## src/rtl/openram_testchip_ctrl_pkg.sv

```systemverilog
// Shared widths, packet layout and chip-select helper for the OpenRAM test-chip controller.
package openram_testchip_ctrl_pkg;

   localparam int TOTAL_SIZE = 112;
   localparam int ADDR_SIZE  = 16;
   localparam int DATA_SIZE  = 32;
   localparam int WMASK_SIZE = 4;
   localparam int MAX_CHIPS  = 16;
   localparam int SEL_SIZE   = $clog2(MAX_CHIPS);

   // Packet bit positions of the two data fields that SRAM capture overwrites
   localparam int DIN0_LSB = 60;
   localparam int DIN1_LSB = 6;

   typedef struct packed {
      logic [ADDR_SIZE-1:0]  addr;
      logic [DATA_SIZE-1:0]  din;
      logic                  csb;
      logic                  web;
      logic [WMASK_SIZE-1:0] wmask;
   } port_t;

   // MSB first: sel, port 0, port 1 (4 + 54 + 54 = 112 bits)
   typedef struct packed {
      logic [SEL_SIZE-1:0] sel;
      port_t               p0;
      port_t               p1;
   } pkt_t;

   function automatic logic [MAX_CHIPS-1:0] csb_decode(input logic [SEL_SIZE-1:0] sel,
                                                       input logic               en);
      logic [MAX_CHIPS-1:0] v;
      v = '1;
      if (en) v[sel] = 1'b0;
      return v;
   endfunction

endpackage

```

## src/rtl/openram_testchip_ctrl_if.sv

```systemverilog
// Shared SRAM port-0/port-1 bus plus per-macro read-data returns.
interface openram_testchip_ctrl_if;
   import openram_testchip_ctrl_pkg::*;

   logic [ADDR_SIZE-1:0]                  addr0;
   logic [ADDR_SIZE-1:0]                  addr1;
   logic [DATA_SIZE-1:0]                  din0;
   logic [DATA_SIZE-1:0]                  din1;
   logic                                  web0;
   logic                                  web1;
   logic [WMASK_SIZE-1:0]                 wmask0;
   logic [WMASK_SIZE-1:0]                 wmask1;
   logic [MAX_CHIPS-1:0]                  csb0;
   logic [MAX_CHIPS-1:0]                  csb1;
   logic [MAX_CHIPS-1:0][DATA_SIZE-1:0]   data0;
   logic [MAX_CHIPS-1:0][DATA_SIZE-1:0]   data1;

   modport master (
      output addr0, addr1, din0, din1, web0, web1, wmask0, wmask1, csb0, csb1,
      input  data0, data1
   );

   modport slave (
      input  addr0, addr1, din0, din1, web0, web1, wmask0, wmask1, csb0, csb1,
      output data0, data1
   );

endinterface

```

## src/rtl/openram_testchip_ctrl_data_mux.sv

```systemverilog
// Dual 16:1 read-data selector; narrow or absent macros are padded by the caller.
module openram_testchip_ctrl_data_mux
   import openram_testchip_ctrl_pkg::*;
(
   input  logic [SEL_SIZE-1:0]                 i_sel,
   input  logic [MAX_CHIPS-1:0][DATA_SIZE-1:0] i_data0,
   input  logic [MAX_CHIPS-1:0][DATA_SIZE-1:0] i_data1,
   output logic [DATA_SIZE-1:0]                o_data0,
   output logic [DATA_SIZE-1:0]                o_data1
);

   assign o_data0 = i_data0[i_sel];
   assign o_data1 = i_data1[i_sel];

endmodule

```

## src/rtl/openram_testchip_ctrl.sv

```systemverilog
// Packet register with serial/parallel load and read-data capture; drives the
// shared SRAM buses and one-hot active-low chip selects from the packet.
module openram_testchip_ctrl
   import openram_testchip_ctrl_pkg::*;
(
   input  logic                  clk,
   input  logic                  reset,
   input  logic                  la_in_load,
   input  logic [TOTAL_SIZE-1:0] la_data_in,
   input  logic                  la_sram_load,
   input  logic                  gpio_in,
   input  logic                  gpio_scan,
   input  logic                  gpio_sram_load,
   input  logic                  global_csb,
   openram_testchip_ctrl_if.master sram,
   output logic [TOTAL_SIZE-1:0] la_data_out,
   output logic                  gpio_out
);

   logic [TOTAL_SIZE-1:0] r_pkt;
   pkt_t                  w_pkt;
   logic [DATA_SIZE-1:0]  w_rd0;
   logic [DATA_SIZE-1:0]  w_rd1;
   logic                  w_en;

   assign w_pkt = r_pkt;

   openram_testchip_ctrl_data_mux u_data_mux (
      .i_sel   (w_pkt.sel),
      .i_data0 (sram.data0),
      .i_data1 (sram.data1),
      .o_data0 (w_rd0),
      .o_data1 (w_rd1)
   );

   // Parallel load beats shift, shift beats capture
   always_ff @(posedge clk) begin
      if (reset) begin
         r_pkt <= '0;
      end else if (la_in_load) begin
         r_pkt <= la_data_in;
      end else if (gpio_scan) begin
         r_pkt <= {r_pkt[TOTAL_SIZE-2:0], gpio_in};
      end else if (la_sram_load || gpio_sram_load) begin
         r_pkt[DIN0_LSB +: DATA_SIZE] <= w_rd0;
         r_pkt[DIN1_LSB +: DATA_SIZE] <= w_rd1;
      end
   end

   assign w_en = !reset && !global_csb;

   assign sram.csb0   = csb_decode(w_pkt.sel, w_en && !w_pkt.p0.csb);
   assign sram.csb1   = csb_decode(w_pkt.sel, w_en && !w_pkt.p1.csb);
   assign sram.addr0  = w_pkt.p0.addr;
   assign sram.din0   = w_pkt.p0.din;
   assign sram.web0   = w_pkt.p0.web;
   assign sram.wmask0 = w_pkt.p0.wmask;
   assign sram.addr1  = w_pkt.p1.addr;
   assign sram.din1   = w_pkt.p1.din;
   assign sram.web1   = w_pkt.p1.web;
   assign sram.wmask1 = w_pkt.p1.wmask;

   assign la_data_out = r_pkt;
   assign gpio_out    = r_pkt[TOTAL_SIZE-1];

endmodule

```

## src/flat_wrapper.sv

```systemverilog
// flat-port wrapper written by rule: the top's interface ports become plain ports
module openram_testchip_ctrl_flat import openram_testchip_ctrl_pkg::*;
  (clk, reset, la_in_load, la_data_in, la_sram_load, gpio_in, gpio_scan, gpio_sram_load, global_csb, la_data_out, gpio_out, sram_addr0, sram_addr1, sram_din0, sram_din1, sram_web0, sram_web1, sram_wmask0, sram_wmask1, sram_csb0, sram_csb1, sram_data0, sram_data1);
  openram_testchip_ctrl_if sram_i ();
  input  logic clk;
  input  logic reset;
  input  logic la_in_load;
  input  logic [TOTAL_SIZE-1:0] la_data_in;
  input  logic la_sram_load;
  input  logic gpio_in;
  input  logic gpio_scan;
  input  logic gpio_sram_load;
  input  logic global_csb;
  output logic [TOTAL_SIZE-1:0] la_data_out;
  output logic gpio_out;
  output wire logic [$bits(sram_i.addr0)-1:0] sram_addr0;
  output wire logic [$bits(sram_i.addr1)-1:0] sram_addr1;
  output wire logic [$bits(sram_i.din0)-1:0] sram_din0;
  output wire logic [$bits(sram_i.din1)-1:0] sram_din1;
  output wire logic [$bits(sram_i.web0)-1:0] sram_web0;
  output wire logic [$bits(sram_i.web1)-1:0] sram_web1;
  output wire logic [$bits(sram_i.wmask0)-1:0] sram_wmask0;
  output wire logic [$bits(sram_i.wmask1)-1:0] sram_wmask1;
  output wire logic [$bits(sram_i.csb0)-1:0] sram_csb0;
  output wire logic [$bits(sram_i.csb1)-1:0] sram_csb1;
  input wire logic [$bits(sram_i.data0)-1:0] sram_data0;
  input wire logic [$bits(sram_i.data1)-1:0] sram_data1;
  assign sram_addr0 = sram_i.addr0;
  assign sram_addr1 = sram_i.addr1;
  assign sram_din0 = sram_i.din0;
  assign sram_din1 = sram_i.din1;
  assign sram_web0 = sram_i.web0;
  assign sram_web1 = sram_i.web1;
  assign sram_wmask0 = sram_i.wmask0;
  assign sram_wmask1 = sram_i.wmask1;
  assign sram_csb0 = sram_i.csb0;
  assign sram_csb1 = sram_i.csb1;
  assign sram_i.data0 = sram_data0;
  assign sram_i.data1 = sram_data1;
  openram_testchip_ctrl u_core (.clk(clk), .reset(reset), .la_in_load(la_in_load), .la_data_in(la_data_in), .la_sram_load(la_sram_load), .gpio_in(gpio_in), .gpio_scan(gpio_scan), .gpio_sram_load(gpio_sram_load), .global_csb(global_csb), .sram(sram_i), .la_data_out(la_data_out), .gpio_out(gpio_out));
endmodule
```

## config.mk

```make
export PLATFORM = sky130hd
export DESIGN_NAME = openram_testchip_ctrl_flat
export DESIGN_NICKNAME = d
export VERILOG_FILES = /design/src/rtl/openram_testchip_ctrl_pkg.sv /design/src/rtl/openram_testchip_ctrl_if.sv /design/src/rtl/openram_testchip_ctrl_data_mux.sv /design/src/rtl/openram_testchip_ctrl.sv /design/src/flat_wrapper.sv
export SDC_FILE = /design/constraint.sdc
export NUM_CORES = 1
export LEC_CHECK = 0
export CORE_AREA = 2 2 550 552
export DETAILED_ROUTE_END_ITERATION = 8
export DIE_AREA = 0 0 552 554
export PLACE_DENSITY = 0.35
export SYNTH_ARGS = -nofsm -noshare
export SYNTH_HDL_FRONTEND = slang
export SYNTH_SLANG_ARGS = --single-unit
```

## constraint.sdc

```tcl
create_clock -name clk -period 2.2 [get_ports clk]
set_clock_uncertainty 0.05 [all_clocks]
set_input_delay 0.44 -clock clk [delete_from_list [all_inputs] [get_ports clk]]
set_output_delay 0.44 -clock clk [all_outputs]
set_load 0.02 [all_outputs]
```

# After elaboration in Yosys (flattened, before gate mapping)
# Cells that the tools add are included.
# totals
reg_bits,112
in_bits,1144
out_inout_bits,251
wordCells,32
# op_classes
magnitude_cmp,2
muxes,16
n_bitwise,1
n_reduce_logical,11
# op_table
op,n
$bmux 32 s4,2
$mux 32,6
$mux 112,1
$mux 16,2
$mux 22,1
$mux 20,1
$not 16->16,1
$mux 6,1
$lt 4x5->1 const B,1
$demux 1 s4,1
$ge 4x1->1 const B,1
$logic_and 1x1->1,4
$logic_not 1->1,4
$reduce_bool 3->1,1
$reduce_bool 2->1,1
$logic_or 1x1->1,1
$mux 1,1

# Depth between registers and ports, before layout
# Gate-level depths: netlist of run 1.
# logic_depth
depth_word,6
mapped_depth,8
mapped_depth_nobuf,4

# Hierarchy
# Synthesis of run 1 repeated with hierarchy kept, for this count alone.
# hier_totals
hier_cells,1262
hier_area_um2,14345.0
# by_module_without_submodules
module,instances,cells_per_inst,area_per_inst_um2,seq_area_each_um2
openram_testchip_ctrl_data_mux,1,536,7444.6,0.0
openram_testchip_ctrl,1,726,6900.4,2242.2

# Worst setup path after synthesis of run 1
# OpenSTA, ideal clock, no wires.
# synth_timing
path_type,reg-to-output
startpoint,"register u_core.r_pkt[109], in the netlist u_core.la_data_out[109]"
endpoint,output port sram_csb1[14]
arrival_time_ns,1.746
required_ns,1.710
slack_ns,-0.036
path_stages_with_launch,7
path_buffers,3
path_cell_list,dfxtp_1 > buf_4 > buf_2 > buf_2 > nor2b_1 > nor2b_1 > nand3_1
# synth_between
elab_chain_len,6
word_cells_on_any_way,7
classes_between,order compare (2); mux (3); bitwise (1); reduce/logical (1)
# synth_rtl
item,line_no,text
from (decl),openram_testchip_ctrl.sv:20,logic [TOTAL_SIZE-1:0] r_pkt;
from (signal assigned),openram_testchip_ctrl.sv:41,r_pkt <= la_data_in;
from (signal assigned),openram_testchip_ctrl.sv:43,"r_pkt <= {r_pkt[TOTAL_SIZE-2:0], gpio_in};"
"from (signal, indexed assignment)",openram_testchip_ctrl.sv:45,r_pkt[DIN0_LSB +: DATA_SIZE] <= w_rd0;
$lt 4x5->1 (implied by the code) / $ge 4x1->1 (equally long branches),openram_testchip_ctrl_pkg.sv:34,if (en) v[sel] = 1'b0;
$logic_and 1x1->1 (implied by the code),openram_testchip_ctrl_pkg.sv:34,
$mux 1 (implied by the code),openram_testchip_ctrl_pkg.sv:34,
$demux 1 s4 (*),-,
$not 16->16 (no source line) (*),-,
$mux 16 (*),openram_testchip_ctrl_pkg.sv:34,
to (decl),flat_wrapper.sv:25,output wire logic [$bits(sram_i.csb1)-1:0] sram_csb1;
# Every way passes the cells marked *; elsewhere a longest branch is shown, timed or not.

# Worst setup path in the final report of run 1
# layout_timing
startpoint,"register u_core.r_pkt[109], in the netlist u_core.la_data_out[109]"
endpoint,"register u_core.r_pkt[69], in the netlist u_core.la_data_out[69]"
# layout_between
elab_chain_len,5
# layout_rtl
item,line_no,text
$bmux 32 s4,openram_testchip_ctrl_data_mux.sv:12,assign o_data0 = i_data0[i_sel];
$mux 32 (implied by the code),openram_testchip_ctrl_data_mux.sv:12,
$mux 32,openram_testchip_ctrl.sv:44,end else if (la_sram_load || gpio_sram_load) begin
$mux 32,openram_testchip_ctrl.sv:42,end else if (gpio_scan) begin
$mux 112,openram_testchip_ctrl.sv:40,end else if (la_in_load) begin
# Every way passes these cells. The select of a mux whose other input is x is not followed.
# A chain may end at the register's enable or synchronous reset.

==> results of run 1 <==
-- power breakdown --
group / leakage, nW / internal [mW] / total (mW) / switching [mW]
Combinational: 12.6 / 4.17 / 7.86 / 3.69
Sequential: 0.952 / 2.20 / 2.58 / 0.375
Clock: 0.156 / 0.837 / 2.38 / 1.55
Total: 13.7 / 7.21 / 12.8 / 5.62
-- cells in the final DEF, fill, tap and decap left out, drive strengths merged --
cell type      instances
clkdlybuf4s50       1240
buf                  481
mux2i                432
a21oi                240
nand2                154
dfxtp                112
nor2                 103
dlygate4sd2           84
diode                 75
nand3                 72
inv                   67
nand2b                65
mux4                  64
o21ai                 64
a2111oi               64
o31ai                 64
a22oi                 64
o22ai                 64
clkbuf                12
nor2b                  6
clkinv                 4
or3                    3
or2                    2
nor3b                  2
nor3                   2
and2                   1
and2b                  1
nand4bb                1
nand4b                 1
bufbuf                 1
clkdlybuf4s15          1
dlymetal6s2s           1
-- worst register-to-register path: stages (launching register included) --
cell and delay [ns]:
dfxtp_4 0.42, buf_12 0.14, buf_16 0.19, buf_16 0.20, buf_4 0.21, buf_4 0.14, mux2i_1 0.23, o22ai_1 0.15
a2111oi_4 0.38, a21oi_1 0.11
-- metrics by stage --
stage	instances	setup TNS [ns]	utilization (%)
floorplan	1948	0	-
global route	7466	-10.44	13.57
CTS	7388	-11.11	13.14
detailed placement	7290	-32.05	11.96
finish	7505	-3.324	13.60
global placement	7290	-33.62	11.96
-- timing repair --
action                                  in CTS  in global routing
pin swaps                                  123                 86
buffers inserted                            71                 56
resized for setup                          645                162
cloned                                      16                  3
endpoints found under the setup margin     241                 97
-- cell families after synthesis --
| logic type | Yosys count | share of synthesized area, % |
|---|---|---|
| muxes | 496 | 36.56 |
| and+or+nand+nor | 413 | 11.84 |
| buffers and inverters | 367 | 13.01 |
| DFF | 112 | 14.22 |
| AOI/OAI and AO/OA | 560 | 24.37 |
-- how the worst min path moves through the flow --
stage / to / slack (ns) / depth (start not counted)
after CTS: u_core.la_data_out[102]$_SDFFE_PP0P_ / 0.36 / 3
after detailed placement: u_core.la_data_out[68]$_SDFFE_PP0P_ / 0.59 / 2
after global placement: u_core.la_data_out[31]$_SDFFE_PP0P_ / 0.57 / 2
after floorplan: u_core.la_data_out[110]$_SDFFE_PP0P_ / 0.53 / 2
final: u_core.la_data_out[19]$_SDFFE_PP0P_ / 0.43 / 3
after global routing: u_core.la_data_out[102]$_SDFFE_PP0P_ / 0.41 / 3
-- layer usage --
layer  up-vias  global-route usage, %
met3       401                  5.937
li1      10300                      -
met4        98                  3.523
met1     11420                  16.54
met5         -                      0
met2      1402                  29.08
-- final cells by class --
type | count | area [µm²] | share of cell area [%]
Timing Repair Buffer | 1811 | 19010 | 46.72
Multi-Input combinational cell | 1469 | 13650 | 33.53
Tap cell | 3958 | 4952 | 12.17
Sequential cell | 112 | 2342 | 5.755
Inverter | 64 | 240.2 | 0.5902
Clock buffer | 9 | 225.2 | 0.5533
Antenna cell | 75 | 187.7 | 0.4611
Clock inverter | 7 | 93.84 | 0.2305
==> impl_metrics.tcl, run 1 <==
set metrics [dict create \
    status "complete, but fails checks" \
    violations "setup timing" \
    io_buffers 1394 \
    drv_cap 0 \
    synthArstFlopShare_pct 0 \
    final_antenna_net_count 0 \
    critPathMaxStageDelay_ns 0.42 \
    clk_latency_ns 0.50 \
    yosysSeqAreaShare_pct 14.22 \
    clockRootBuffer "clkbuf_16" \
    hold_buffers 0 \
    rsz0062_at_grt "yes" \
    r2r-end "u_core.la_data_out[69]$_SDFFE_PP0P_" \
    path_buf_inv 5 \
    core_region_area_mm2 0.2993 \
    worstSetupPathDepth 9 \
    initial_utilization_pct 5.270 \
    rows 201 \
    die_width_um 552 \
    worstRegToRegCells 9 \
    fin_area_mm2 0.04070 \
    die_h_um 554 \
    fin_crit_ns 2.332 \
    synth_top_area_cell "mux2i_1" \
    period_share_pct 106.0 \
    power.density_mw_per_mm2 315.1 \
    initialDrtViolationCount 1310 \
    grt_overflow 0 \
    largest_register_ffs 112 \
    synth_cell_types 31 \
    clockBufferDepth 2 \
    yosys_warnings 0 \
    setup_slack_ns -0.1317 \
    placed_cell_area_mm2 0.03578 \
    critical_path_peak_fanout 6 \
    viasPerCell 3.148 \
    cts_made_buffers 9 \
    syn_nets 3092 \
    routedWlPerCell_um 33.31 \
    synthTopCellsByCount "mux2i_1, a21oi_1, nand2_1, buf_4, dfxtp_1" \
    synth_edf_count 0 \
    wl_met3_um 21970 \
    crit_end "u_core.la_data_out[69]$_SDFFE_PP0P_" \
    synth.most_common_cell "mux2i_1" \
    pre_cts_slack_ns -0.7255 \
    hold_start "la_in_load" \
    worstSetupPathType "register to register" \
    syn2layout_area_growth_pct 158.1 \
    cp-end-kind "register" \
    cts_tree "done" \
    required_ns 2.51 \
    cp_data_arrival_time_ns 2.64 \
    grt_max_degree 58 \
    fill_cells 34180 \
    slew_viol_final 0 \
    slew_headroom_pct 53.98 \
    postSynthAreaPerCell_um2 8.096 \
    startpoint "u_core.la_data_out[109]$_SDFFE_PP0P_" \
    drcViolationCount 0 \
    grt_pass1_wl_um 301800 \
    wl_met2_um 128300 \
    top_layer "met5" \
    drtPass1Iterations 5 \
    max_freq_mhz 428.9 \
    drive_above_1_share_pct 25.58 \
    r2r-start "u_core.la_data_out[109]$_SDFFE_PP0P_" \
    power_leakage_nw 13.73 \
    cpLargestDelayFamily "buffers and inverters" \
    wl_met1_um 92150 \
    nets 4611 \
    hold_viol_final 0 \
    synth_top_area_share_pct 27.42 \
    ys_seq_elements 112 \
    total_power_mw 12.83 \
    cp-start-kind "register" \
    num_vias 23630 \
    holdWs_ns 0.4295 \
    dp_hpwl_um 214500 \
    syn_inst 1948 \
    path_clk_slew_ns 0.17 \
    r2r_slack_ns -0.13 \
    ios 1395 \
    dieArea_mm2 0.3058 \
    worstMarginPinSlew_ns 0.6903 \
    finalSetupViolations 55 \
    synth_ff_type "dfxtp_1" \
    place_congestion 0.9337 \
    synthTopCellsByArea "mux2i_1, dfxtp_1, mux4_2" \
    grt_pass1_vias 24050 \
    ir_worst_vdd_uv 394.9 \
    cts_sinks 112 \
    wirelength_um 250000 \
    syn_area_mm2 0.01577 \
    antenna_found_initial 216 \
    htreeDepth 3 \
    hp-class "input pin to register" \
    path_cells "buf_12, buf_16, buf_16, buf_4, buf_4, mux2i_1, o22ai_1, a2111oi_4, a21oi_1" \
    grt_use_total_pct 15.66 \
    critPathSlowestCell "dfxtp_4" \
]
Power figures use the tool's default switching activity.
==> inputs of run 2 (changes only) <==
ABC_AREA = 1   (was not set)
PLACE_DENSITY = 0.36   (was 0.35)
==> run 2 against run 1 <==
Effect of this change:
- the run still ends with setup timing left
- wire length decreased by 2.3%
- sequential share of layout area decreased by 0.47 points
- sequential power decreased by 2%
- combinational power increased by 37%
- clock power about the same
- fmax decreased by 0.17%
- utilization increased by 0.89 points
- register-to-register slack improved by 0.02 ns
- critical path depth decreased by 1
- global-route usage decreased by 0.44 points
- flip-flop and latch count unchanged
==> impl_metrics.tcl, run 2 <==
set metrics [dict create \
    worstMarginPinSlew_ns 0.9089 \
    grt_max_degree 110 \
    hold_viol_final 0 \
    required_ns 1.71 \
    power_leakage_nw 19.82 \
    fin_crit_ns 2.336 \
    slew_viol_final 0 \
    synthTopCellsByArea "nand2_1, dfxtp_1, buf_4" \
    clockRootBuffer "clkbuf_16" \
    die_h_um 554 \
    worstRegToRegCells 16 \
    syn_nets 5033 \
    r2r-end "u_core.la_data_out[34]$_SDFFE_PP0P_" \
    synthTopCellsByCount "nand2_1, nor2_1, buf_4, buf_2, a21oi_1" \
    setup_slack_ns -0.1358 \
    routedWlPerCell_um 26.09 \
    viasPerCell 3.348 \
    r2r_slack_ns -0.11 \
    grt_pass1_vias 31630 \
    syn_area_mm2 0.01774 \
    dieArea_mm2 0.3058 \
    drive_above_1_share_pct 20.85 \
    violations "setup timing" \
    critical_path_peak_fanout 8 \
    cp-end-kind "primary output" \
    p_switching_mw 7.683 \
    drv_cap 0 \
    postSynthAreaPerCell_um2 4.563 \
    cpLargestDelayFamily "buffers and inverters" \
    clockBufferDepth 2 \
    final_cell_mix "nand2_1, clkdlybuf4s50_1, nand2_2, buf_4, nor2_1" \
    yosysSeqAreaShare_pct 12.64 \
    synth_ff_type "dfxtp_1" \
    fin_setup_tns_ns -3.632 \
    synth_cell_types 17 \
    synth_fa_ha_area_share_pct 0 \
    rsz0062_at_grt "yes" \
    grt_pass1_wl_um 310200 \
    grt_use_total_pct 15.22 \
    syn_inst 3889 \
    status "complete, but fails checks" \
    finalSetupViolations 57 \
    cts_sinks 112 \
    wirelength_um 244300 \
    pwr-share-comb_pct 68.5 \
    antenna_found_initial 134 \
    switching_share_pct 48.85 \
    critPathSlowestCell "dfxtp_4" \
    critPathMaxStageDelay_ns 0.47 \
    synth.most_common_cell "nand2_1" \
    placedCellCount 9123 \
    synth_top_area_share_pct 60.99 \
    synth-xor-area-share_pct 0 \
    io_buffers 1394 \
    initialDrtViolationCount 2070 \
    hp-class "input pin to register" \
    power.density_mw_per_mm2 362.7 \
    drcViolationCount 0 \
    cp_data_arrival_time_ns 1.85 \
    synth_compound_area_share_pct 7.890 \
    placed_cell_area_mm2 0.03740 \
    initial_utilization_pct 5.929 \
    ir_worst_vdd_uv 394.4 \
    nets 6516 \
    rows 201 \
    holdWs_ns 0.3875 \
    final_antenna_net_count 0 \
    total_power_mw 15.73 \
    clk_latency_ns 0.50 \
    dp_hpwl_um 200200 \
    layout_commonest_cell "nand2_1" \
    cts_made_buffers 9 \
    drtPass1Iterations 5 \
    hold_start "la_in_load" \
    path_clk_slew_ns 0.14 \
    path_cells "inv_16, buf_4, buf_12, nor2_4, buf_8, buf_4, nand3_2, buf_6" \
    cpMostUsedCell "buf_4" \
    max_freq_mhz 428.1 \
    place_congestion 0.8997 \
    pre_cts_slack_ns -0.6672 \
    synth_edf_count 0 \
    path_buf_inv 6 \
    syn2layout_area_growth_pct 144.4 \
    fin_area_mm2 0.04337 \
    slew_headroom_pct 39.41 \
    ys_seq_elements 112 \
    largest_register_ffs 112 \
    synth-simple-area-share_pct 67.03 \
    intPower_mw 8.045 \
    synth_top_area_cell "nand2_1" \
    core_region_area_mm2 0.2993 \
    worstSetupPathType "register to primary output" \
    period_share_pct 106.2 \
    cp-start-kind "register" \
    cts_tree "done" \
    num_vias 31360 \
    grt_overflow 0 \
    fin_cells 9365 \
    holdPathEnd "u_core.la_data_out[110]$_SDFFE_PP0P_" \
    yosys_warnings 0 \
    muxShareOfSynthArea_pct 0 \
    ios 1395 \
    synth_top_family_by_area "simple AND/OR/NAND/NOR gates" \
    utilization_pct 14.49 \
    fill_cells 35030 \
    power_frac_clock_pct 15.3 \
    power_frac_seq_pct 16.2 \
    die_width_um 552 \
    min_delay_path_depth 4 \
    htreeDepth 3 \
    synthArstFlopShare_pct 0 \
    r2r-start "u_core.la_data_out[108]$_SDFFE_PP0P_" \
]
[run 2: cell count changes after synthesis, sizes merged, moves of 64 or more]
cell	change
a2111oi	-64
a21oi	-112
a22oi	-64
buf	+84
mux2i	-432
mux4	-64
nand2	+2729
nand2b	-65
nor2	+76
o22ai	-64
o31ai	-64
[run 2: cell type report]
type	count	area (µm²)	area share, %
inverters	9	76.32	0.1760
flip-flops and latches	112	2291	5.283
multi-input cells	3385	15600	35.97
repair buffers	1855	20080	46.30
clock inverters	7	70.07	0.1616
well taps	3958	4952	11.42
clock buffers	9	225.2	0.5193
diodes	30	75.07	0.1731
[run 2: logic make-up (layout without fill, tap and decap cells)]
group | Yosys count | after routing
DFF | 112 | 112
AOI/OAI and AO/OA | 243 | 243
and+or+nand+nor | 3142 | 3142
other | 0 | 30
buffers and inverters | 392 | 1880
[run 2: worst reg2reg max path, cell delays in order, from the launching register on]
cell and delay [ns]:
dfxtp_4 0.47, inv_16 0.07, buf_16 0.16, buf_16 0.17, buf_12 0.17, bufbuf_16 0.28, nand2_1 0.06, nand2_1 0.07
nand2_1 0.07, nand2_1 0.06, nand2_1 0.09, nand2_1 0.08, o21ai_2 0.14, buf_6 0.13, nand2_2 0.04, nand2_1 0.06
a21oi_1 0.05
[run 2: power groups by stage]
stage,registers [mW],clock network (mW),logic [mW]
2_1_floorplan,2.62,0,3.35
3_3_place_gp,2.59,0,9.17
3_5_place_dp,2.59,0,9.13
4_1_cts,2.55,2.69,10.3
5_1_grt,2.57,2.64,11.6
6_report,2.54,2.41,10.8
[run 2: repair_timing]
| item | in CTS | in global routing |
|---|---|---|
| buffers inserted | 123 | 49 |
| setup endpoints to repair | 222 | 100 |
| hold buffers | 0 | 0 |
| pin swaps | 163 | 254 |
| gates resized for setup | 819 | 437 |
| cloned | 27 | 17 |
[run 2: metal layers]
layer	vias up	share of wire (%)	global-route usage, %
met1	14660	40	17.76
li1	14790	-	-
met5	-	0.26	0
met2	1531	49	26.69
met4	96	2.1	3.087
met3	286	9.1	5.234
[run 2: worst max-delay path by stage]
stage | depth (start not counted) | slack [ns] | to | start
finish | 8 | -0.14 | sram_csb1[13] | u_core.la_data_out[108]$_SDFFE_PP0P_
global route | 16 | -0.25 | u_core.la_data_out[34]$_SDFFE_PP0P_ | u_core.la_data_out[108]$_SDFFE_PP0P_
CTS | 6 | -0.18 | sram_csb1[8] | u_core.la_data_out[5]$_SDFFE_PP0P_
detailed placement | 6 | -0.67 | sram_csb1[4] | global_csb
global placement | 6 | -0.66 | sram_csb1[4] | global_csb
floorplan | 6 | 0.14 | sram_csb0[13] | u_core.la_data_out[108]$_SDFFE_PP0P_
